**src/rtl/bfs_pkg.sv**
```systemverilog
// ============================================================================
// Module   : bfs_pkg
// Brief    : Shared vertex type and traversal FSM encoding for bfs_frontier.
// Revision : 1.0 - initial release
// ============================================================================
`default_nettype none

package bfs_pkg;

  typedef logic [31:0] vertex_t;

  typedef enum logic [1:0] {
    ST_IDLE  = 2'd0,
    ST_ISSUE = 2'd1,
    ST_WAIT  = 2'd2,
    ST_DONE  = 2'd3
  } state_t;

endpackage

`default_nettype wire

```
**src/rtl/bfs_frontier_if.sv**
```systemverilog
// ============================================================================
// Module   : bfs_frontier_if
// Brief    : Start, neighbour and vertex-issue handshakes of bfs_frontier.
//            Statistics outputs exist only when BFS_STATS_EN is defined.
// Revision : 1.0 - initial release
// ============================================================================
`default_nettype none

interface bfs_frontier_if;
  import bfs_pkg::*;

  logic    start_in;
  vertex_t root_in;
  vertex_t nbr_in;
  logic    nbr_valid_in;
  logic    nbr_ready_out;
  logic    row_done_in;
  vertex_t v_id_out;
  logic    v_valid_out;
  logic    v_ready_in;
  logic    busy_out;
  logic    done_out;
`ifdef BFS_STATS_EN
  logic [31:0] visited_cnt_out;
  logic [31:0] drop_oor_cnt_out;

  modport slave (
    input  start_in, root_in, nbr_in, nbr_valid_in, row_done_in, v_ready_in,
    output nbr_ready_out, v_id_out, v_valid_out, busy_out, done_out,
    output visited_cnt_out, drop_oor_cnt_out
  );
  modport master (
    output start_in, root_in, nbr_in, nbr_valid_in, row_done_in, v_ready_in,
    input  nbr_ready_out, v_id_out, v_valid_out, busy_out, done_out,
    input  visited_cnt_out, drop_oor_cnt_out
  );
`else
  modport slave (
    input  start_in, root_in, nbr_in, nbr_valid_in, row_done_in, v_ready_in,
    output nbr_ready_out, v_id_out, v_valid_out, busy_out, done_out
  );
  modport master (
    output start_in, root_in, nbr_in, nbr_valid_in, row_done_in, v_ready_in,
    input  nbr_ready_out, v_id_out, v_valid_out, busy_out, done_out
  );
`endif

endinterface

`default_nettype wire

```
**src/rtl/bfs_frontier_fifo.sv**
```systemverilog
// ============================================================================
// Module   : bfs_frontier_fifo
// Brief    : Synchronous FIFO; head word is visible combinationally on o_data.
// Revision : 1.0 - initial release
// ============================================================================
`default_nettype none

module bfs_frontier_fifo #(
  parameter int DATA_WIDTH = 32,
  parameter int DEPTH      = 16
) (
  input  wire logic                  clk,
  input  wire logic                  rst,
  input  wire logic                  i_push,
  input  wire logic [DATA_WIDTH-1:0] i_data,
  input  wire logic                  i_pop,
  output logic      [DATA_WIDTH-1:0] o_data,
  output logic                       o_empty,
  output logic                       o_full
);

  localparam int c_aw = (DEPTH > 1) ? $clog2(DEPTH) : 1;
  localparam int c_cw = $clog2(DEPTH + 1);

  logic [DATA_WIDTH-1:0] r_mem [DEPTH];
  logic [c_aw-1:0]       r_wr_ptr;
  logic [c_aw-1:0]       r_rd_ptr;
  logic [c_cw-1:0]       r_count;
  logic                  w_push;
  logic                  w_pop;

  function automatic logic [c_aw-1:0] next_ptr(input logic [c_aw-1:0] p);
    return (p == c_aw'(DEPTH - 1)) ? '0 : p + c_aw'(1);
  endfunction

  assign w_push  = i_push && !o_full;
  assign w_pop   = i_pop && !o_empty;
  assign o_empty = (r_count == '0);
  assign o_full  = (r_count == c_cw'(DEPTH));
  assign o_data  = r_mem[r_rd_ptr];

  always_ff @(posedge clk) begin
    if (w_push) r_mem[r_wr_ptr] <= i_data;
  end

  always_ff @(posedge clk) begin
    if (rst) begin
      r_wr_ptr <= '0;
      r_rd_ptr <= '0;
      r_count  <= '0;
    end else begin
      if (w_push) r_wr_ptr <= next_ptr(r_wr_ptr);
      if (w_pop)  r_rd_ptr <= next_ptr(r_rd_ptr);
      case ({w_push, w_pop})
        2'b10:   r_count <= r_count + c_cw'(1);
        2'b01:   r_count <= r_count - c_cw'(1);
        default: r_count <= r_count;
      endcase
    end
  end

endmodule

`default_nettype wire

```
**src/rtl/bfs_frontier.sv**
```systemverilog
// ============================================================================
// Module   : bfs_frontier
// Brief    : BFS frontier manager: visited bitmap, frontier queue, issue FSM.
//            Define BFS_STATS_EN to add visited / out-of-range counters.
// Revision : 1.0 - initial release
// ============================================================================
`default_nettype none

module bfs_frontier import bfs_pkg::*; #(
  parameter int NUM_V  = 256,
  parameter int QDEPTH = 16
) (
  input wire logic      clk_in,
  input wire logic      rst_in,
  bfs_frontier_if.slave bus
);

  localparam int      c_idx_w = (NUM_V > 1) ? $clog2(NUM_V) : 1;
  localparam vertex_t c_num_v = vertex_t'(NUM_V);

  state_t             r_state;
  state_t             w_state_nxt;
  logic [NUM_V-1:0]   r_visited;
  logic               w_fifo_rst;
  logic               w_fifo_empty;
  logic               w_fifo_full;
  logic               w_push;
  logic               w_pop;
  vertex_t            w_push_data;
  vertex_t            w_head;
  logic               w_start_acc;
  logic               w_nbr_acc;
  logic               w_nbr_new;
  logic               w_root_ok;
  logic               w_nbr_ok;
  logic [c_idx_w-1:0] w_root_idx;
  logic [c_idx_w-1:0] w_nbr_idx;

  assign w_fifo_rst = !rst_in;
  assign w_root_ok  = (bus.root_in < c_num_v);
  assign w_nbr_ok   = (bus.nbr_in < c_num_v);
  assign w_root_idx = bus.root_in[c_idx_w-1:0];
  assign w_nbr_idx  = bus.nbr_in[c_idx_w-1:0];

  bfs_frontier_fifo #(
    .DATA_WIDTH (32),
    .DEPTH      (QDEPTH)
  ) u_queue (
    .clk     (clk_in),
    .rst     (w_fifo_rst),
    .i_push  (w_push),
    .i_data  (w_push_data),
    .i_pop   (w_pop),
    .o_data  (w_head),
    .o_empty (w_fifo_empty),
    .o_full  (w_fifo_full)
  );

  always_ff @(posedge clk_in) begin
    if (!rst_in) r_state <= ST_IDLE;
    else         r_state <= w_state_nxt;
  end

  always_comb begin
    w_state_nxt       = r_state;
    w_push            = 1'b0;
    w_push_data       = bus.root_in;
    w_pop             = 1'b0;
    w_start_acc       = 1'b0;
    w_nbr_acc         = 1'b0;
    w_nbr_new         = 1'b0;
    bus.nbr_ready_out = 1'b0;
    bus.v_valid_out   = 1'b0;
    bus.v_id_out      = '0;
    bus.busy_out      = 1'b0;
    bus.done_out      = 1'b0;
    case (r_state)
      ST_IDLE: begin
        if (bus.start_in) begin
          w_start_acc = 1'b1;
          w_push      = w_root_ok;
          w_state_nxt = w_root_ok ? ST_ISSUE : ST_DONE;
        end
      end
      ST_ISSUE: begin
        bus.busy_out = 1'b1;
        if (w_fifo_empty) begin
          w_state_nxt = ST_DONE;
        end else begin
          bus.v_valid_out = 1'b1;
          bus.v_id_out    = w_head;
          if (bus.v_ready_in) begin
            w_pop       = 1'b1;
            w_state_nxt = ST_WAIT;
          end
        end
      end
      ST_WAIT: begin
        bus.busy_out      = 1'b1;
        bus.nbr_ready_out = !w_fifo_full;
        w_nbr_acc         = bus.nbr_valid_in && !w_fifo_full;
        // The bitmap lookup sees last cycle's write, so repeated ids collapse.
        if (w_nbr_acc && w_nbr_ok && !r_visited[w_nbr_idx]) begin
          w_nbr_new   = 1'b1;
          w_push      = 1'b1;
          w_push_data = bus.nbr_in;
        end
        if (bus.row_done_in) w_state_nxt = ST_ISSUE;
      end
      ST_DONE: begin
        bus.done_out = 1'b1;
        w_state_nxt  = ST_IDLE;
      end
      default: w_state_nxt = ST_IDLE;
    endcase
  end

  always_ff @(posedge clk_in) begin
    if (!rst_in) begin
      r_visited <= '0;
    end else if (w_start_acc) begin
      r_visited <= '0;
      if (w_root_ok) r_visited[w_root_idx] <= 1'b1;
    end else if (w_nbr_new) begin
      r_visited[w_nbr_idx] <= 1'b1;
    end
  end

`ifdef BFS_STATS_EN
  logic [31:0] r_visited_cnt;
  logic [31:0] r_drop_oor_cnt;

  always_ff @(posedge clk_in) begin
    if (!rst_in) begin
      r_visited_cnt  <= '0;
      r_drop_oor_cnt <= '0;
    end else if (w_start_acc) begin
      r_visited_cnt  <= w_root_ok ? 32'd1 : 32'd0;
      r_drop_oor_cnt <= '0;
    end else begin
      if (w_nbr_new && (r_visited_cnt != '1))
        r_visited_cnt <= r_visited_cnt + 32'd1;
      if (w_nbr_acc && !w_nbr_ok && (r_drop_oor_cnt != '1))
        r_drop_oor_cnt <= r_drop_oor_cnt + 32'd1;
    end
  end

  assign bus.visited_cnt_out  = r_visited_cnt;
  assign bus.drop_oor_cnt_out = r_drop_oor_cnt;
`endif

endmodule

`default_nettype wire
```
**src/flat_wrapper.sv**
```systemverilog
// flat-port wrapper written by rule: the top's interface ports become plain ports
module bfs_frontier_flat import bfs_pkg::*;
#(
  parameter int NUM_V  = 256,
  parameter int QDEPTH = 16
)
  (clk_in, rst_in, bus_start_in, bus_root_in, bus_nbr_in, bus_nbr_valid_in, bus_row_done_in, bus_v_ready_in, bus_nbr_ready_out, bus_v_id_out, bus_v_valid_out, bus_busy_out, bus_done_out);
  bfs_frontier_if bus_i ();
  input wire logic clk_in;
  input wire logic rst_in;
  input wire logic [$bits(bus_i.start_in)-1:0] bus_start_in;
  input wire logic [$bits(bus_i.root_in)-1:0] bus_root_in;
  input wire logic [$bits(bus_i.nbr_in)-1:0] bus_nbr_in;
  input wire logic [$bits(bus_i.nbr_valid_in)-1:0] bus_nbr_valid_in;
  input wire logic [$bits(bus_i.row_done_in)-1:0] bus_row_done_in;
  input wire logic [$bits(bus_i.v_ready_in)-1:0] bus_v_ready_in;
  output wire logic [$bits(bus_i.nbr_ready_out)-1:0] bus_nbr_ready_out;
  output wire logic [$bits(bus_i.v_id_out)-1:0] bus_v_id_out;
  output wire logic [$bits(bus_i.v_valid_out)-1:0] bus_v_valid_out;
  output wire logic [$bits(bus_i.busy_out)-1:0] bus_busy_out;
  output wire logic [$bits(bus_i.done_out)-1:0] bus_done_out;
  assign bus_i.start_in = bus_start_in;
  assign bus_i.root_in = bus_root_in;
  assign bus_i.nbr_in = bus_nbr_in;
  assign bus_i.nbr_valid_in = bus_nbr_valid_in;
  assign bus_i.row_done_in = bus_row_done_in;
  assign bus_i.v_ready_in = bus_v_ready_in;
  assign bus_nbr_ready_out = bus_i.nbr_ready_out;
  assign bus_v_id_out = bus_i.v_id_out;
  assign bus_v_valid_out = bus_i.v_valid_out;
  assign bus_busy_out = bus_i.busy_out;
  assign bus_done_out = bus_i.done_out;
  bfs_frontier #(.NUM_V(NUM_V), .QDEPTH(QDEPTH)) u_core (.clk_in(clk_in), .rst_in(rst_in), .bus(bus_i));
endmodule
```
**config.mk**
```make
export PLATFORM = sky130hd
export DESIGN_NAME = bfs_frontier_flat
export DESIGN_NICKNAME = d
export VERILOG_FILES = /design/src/rtl/bfs_pkg.sv /design/src/rtl/bfs_frontier_if.sv /design/src/rtl/bfs_frontier_fifo.sv /design/src/rtl/bfs_frontier.sv /design/src/flat_wrapper.sv
export SDC_FILE = /design/constraint.sdc
export NUM_CORES = 1
export LEC_CHECK = 0
export ABC_AREA = 1
export BUFFER_PORTS_ARGS = -buffer_cell sky130_fd_sc_hd__buf_2
export CAP_MARGIN = 20
export CELL_PAD_IN_SITES_DETAIL_PLACEMENT = 1
export CELL_PAD_IN_SITES_GLOBAL_PLACEMENT = 1
export CORE_UTILIZATION = 43
export DETAILED_ROUTE_END_ITERATION = 8
export GPL_TIMING_DRIVEN = 0
export PLACE_DENSITY_LB_ADDON = 0.08
export SETUP_SLACK_MARGIN = 0.2
export SLEW_MARGIN = 20
export SYNTH_ARGS = -nofsm -noshare
export SYNTH_HDL_FRONTEND = slang
export SYNTH_SLANG_ARGS = --single-unit
```
**constraint.sdc**
```tcl
create_clock -name clk_in -period 4.3 [get_ports clk_in]
set_clock_uncertainty 0.2 [all_clocks]
set_input_delay 0.86 -clock clk_in [delete_from_list [all_inputs] [get_ports clk_in]]
set_output_delay 0.86 -clock clk_in [all_outputs]
set_load 0.01 [all_outputs]
```
==> flow_metrics.env <==
export IMPL_drive_above_1_share=0.113
export IMPL_drc=0
export IMPL_path_buf_inv=5
export IMPL_reg2regPathDepth=21
export IMPL_criticalPathCategory="flop to output pin"
export IMPL_core_um2=87300
export IMPL_drv_slew=0
export IMPL_async_reset_ff_frac=0
export IMPL_min_period_ps=4180
export IMPL_tightest_slew_ps=1330
export IMPL_start_kind="flop"
export IMPL_cp_required_ps=3240
export IMPL_drt_iter0_drc=3417
export IMPL_reg2reg_slack_ps=170
export IMPL_cts_tree="done"
export IMPL_cts_made_buffers=88
export IMPL_cts_sinks=787
export IMPL_chipWidth_um=300
export IMPL_die_area_um2=89800
export IMPL_status="complete, no violations"
export IMPL_synth_commonest_cells="o21ai_0, nand2_1, nor2_1"
export IMPL_postRouteAntennaNets=0
export IMPL_grt_start_max_net_pins=20
export IMPL_vias=36300
export IMPL_crit_fanout=10
export IMPL_die_h_um=300
export IMPL_synth_ff_type="edfxtp_1"
export IMPL_yosysWarnings=0
export IMPL_worstPathCellList="clkbuf_2, clkbuf_8, buf_4, clkbuf_4, o21ai_0, o21ai_0, o21ai_0, nand2_1, nand2_1, a21oi_4, buf_2"
export IMPL_cp_endpoint="bus_v_id_out[2]"
export IMPL_power_w=0.0208
export IMPL_grt_util_all_layers=0.382
export IMPL_hold_class="flop to flop"
export IMPL_maxCapViolations=0
export IMPL_clk_path_buf_depth=3
export IMPL_rsz0062_at_grt="true"
export IMPL_synth_area_leader_cell="edfxtp_1"
export IMPL_finalCritPeriodShare=0.972
export IMPL_grt_pass1_vias=36400
export IMPL_r2r_end="u_core.u_queue.r_count[4]"
export IMPL_fmax_ghz=0.239
export IMPL_path_clk_slew_ps=70
export IMPL_yosysMostFrequentCell="o21ai_0"
export IMPL_synth_net_count=4627
export IMPL_setup_viol=0
export IMPL_yosysUniqueCellTypes=34
export IMPL_seq_area_um2=20900
export IMPL_antenna_found_initial=10
export IMPL_cp_common_cell="o21ai_0"
export IMPL_grt_overflow_total=0
export IMPL_grt_pass1_wl_um=249000
export IMPL_synth_seq_cells=787
export IMPL_clk_latency_ps=680
export IMPL_hold_viol=0
export IMPL_avgSynthCellArea_um2=8.39
export IMPL_dr_pass1_iters=6
export IMPL_vdd_drop_max_mv=0.325
export IMPL_crit_family="buffers and inverters"
export IMPL_leakage_nw=16.4
export IMPL_gp_congestion=0.987
export IMPL_max_stage_delay_ps=340
export IMPL_dp_hpwl_um=115000
export IMPL_wire_per_inst_um=29.2
export IMPL_multi_input_area_um2=15200
export IMPL_synth_top_area_frac=0.404
export IMPL_cts_root_buffer="clkbuf_16"
export IMPL_cp_data_arrival_time_ps=3120
export IMPL_area_growth_pct=16.9
export IMPL_synthTopCellsByArea="edfxtp_1, dfxtp_1, o21ai_0, nand2_1, nor2_1"
export IMPL_rr_startpoint="u_core.r_state[1]"
export IMPL_nets=4870
export IMPL_setup_slack_ps=120
export IMPL_nFillCells=10400
export IMPL_viasPerCell=6.03
export IMPL_synth_cells=4544
export IMPL_critPathSlowestCell="dfxtp_1"
export IMPL_ios=106
export IMPL_cp_depth=11
export IMPL_cts_htree_levels=3
export IMPL_std_cell_rows=108
export IMPL_dp_slack_ps=-1390
export IMPL_initial_core_util=0.436
export IMPL_syn_area_um2=38100
export IMPL_relSlewSlack=0.112
export IMPL_power_density_nw_per_um2=466
export IMPL_worstSetupEndpointType="output pin"
export IMPL_synth_edf_count=512
export IMPL_port_buffers=102
export IMPL_routed_wl_um=176000
export IMPL_synth_seq_area_share=0.548
[worst min path at each step]
stage | from | to | slack (ps) | cells after the start
after floorplan | u_core.u_queue.r_count[4] | u_core.u_queue.r_count[4] | 240 | 1
after global placement | u_core.r_visited[170] | u_core.r_visited[170] | 260 | 2
after detailed placement | u_core.r_visited[131] | u_core.r_visited[131] | 270 | 2
after CTS | u_core.r_visited[131] | u_core.r_visited[131] | 280 | 2
after global routing | u_core.r_visited[25] | u_core.r_visited[25] | 300 | 2
final | u_core.r_visited[218] | u_core.r_visited[218] | 280 | 2
[cell usage in the layout (no fill, tap or decap), types with 128 or more instances in the layout]
master and instances:
a21oi_1 238, buf_2 157, clkbuf_1 135, dfxtp_1 275, edfxtp_1 512, inv_1 292, mux2i_1 128, nand2_1 860
nor2_1 685, o21ai_0 961
[registers in the layout (all words and copies together) (netlist names), named ones only]
signal                   count
u_core.u_queue.r_wr_ptr      4
u_core.u_queue.r_count       5
u_core.r_state               2
u_core.r_visited           256
u_core.u_queue.r_mem       512
u_core.u_queue.r_rd_ptr      4
[power by group]
| part | leakage (nW) | switching (W) | internal (W) |
|---|---|---|---|
| Clock | 1.44 | 0.00336 | 0.00441 |
| Sequential | 6.85 | 0.000410 | 0.00862 |
| Combinational | 8.13 | 0.00283 | 0.00113 |
| Total | 16.4 | 0.00660 | 0.0142 |
[per-layer routing]
metal / global-route usage / part of all wire
met5: 0 / 0.000074
met4: 0.237 / 0.065
met3: 0.0702 / 0.090
met2: 0.617 / 0.46
met1: 0.473 / 0.38
[through the flow]
step,utilization,TNS [ps],instance area (um2),hold WS (ps),cells
after floorplan,-,-65450,38100,243,4544
after global placement,0.459,-2124830,40100,261,5801
after detailed placement,0.468,-1124410,40800,269,5829
after CTS,0.506,0,44200,279,5997
after global routing,0.510,-21.6,44500,301,6018
final,0.510,0,44600,281,6023
[timing repair]
item,4_1_cts,5_1_grt
setup buffers,2,21
pin swaps,2,14
gates resized for setup,174,72
hold buffers,0,0
setup endpoints to repair,1081,529
[final cells by class]
class                           instances  area share
Sequential cell                       787       0.469
Multi-Input combinational cell       3150       0.340
Clock buffer                          117      0.0541
Buffer                                308      0.0379
Tap cell                             1155      0.0324
Timing Repair Buffer                  153      0.0295
Inverter                              299      0.0254
Clock inverter                         49      0.0117
Antenna cell                            5    0.000281
[kinds of logic after synthesis]
kind of cell / count (synthesis) / share of synthesized area
xor+xnor: 4 / 0.000919
compound gates: 1353 / 0.183
fa+ha+maj: 13 / 0.00427
buf+inv: 607 / 0.0646
simple gates: 1652 / 0.166
mux: 128 / 0.0336
flops: 787 / 0.548
[worst reg2reg max path, delay by kind of cell (launching register included)]
family                   cells  cell delay, ps
flip-flops                   1             350
adder cells (fa/ha/maj)      3             630
XOR/XNOR                     1             150
AO/OA/AOI/OAI                7             990
AND/OR/NAND/NOR              6             960
buffers and inverters        4             720
(Power assumes the default switching activity.)
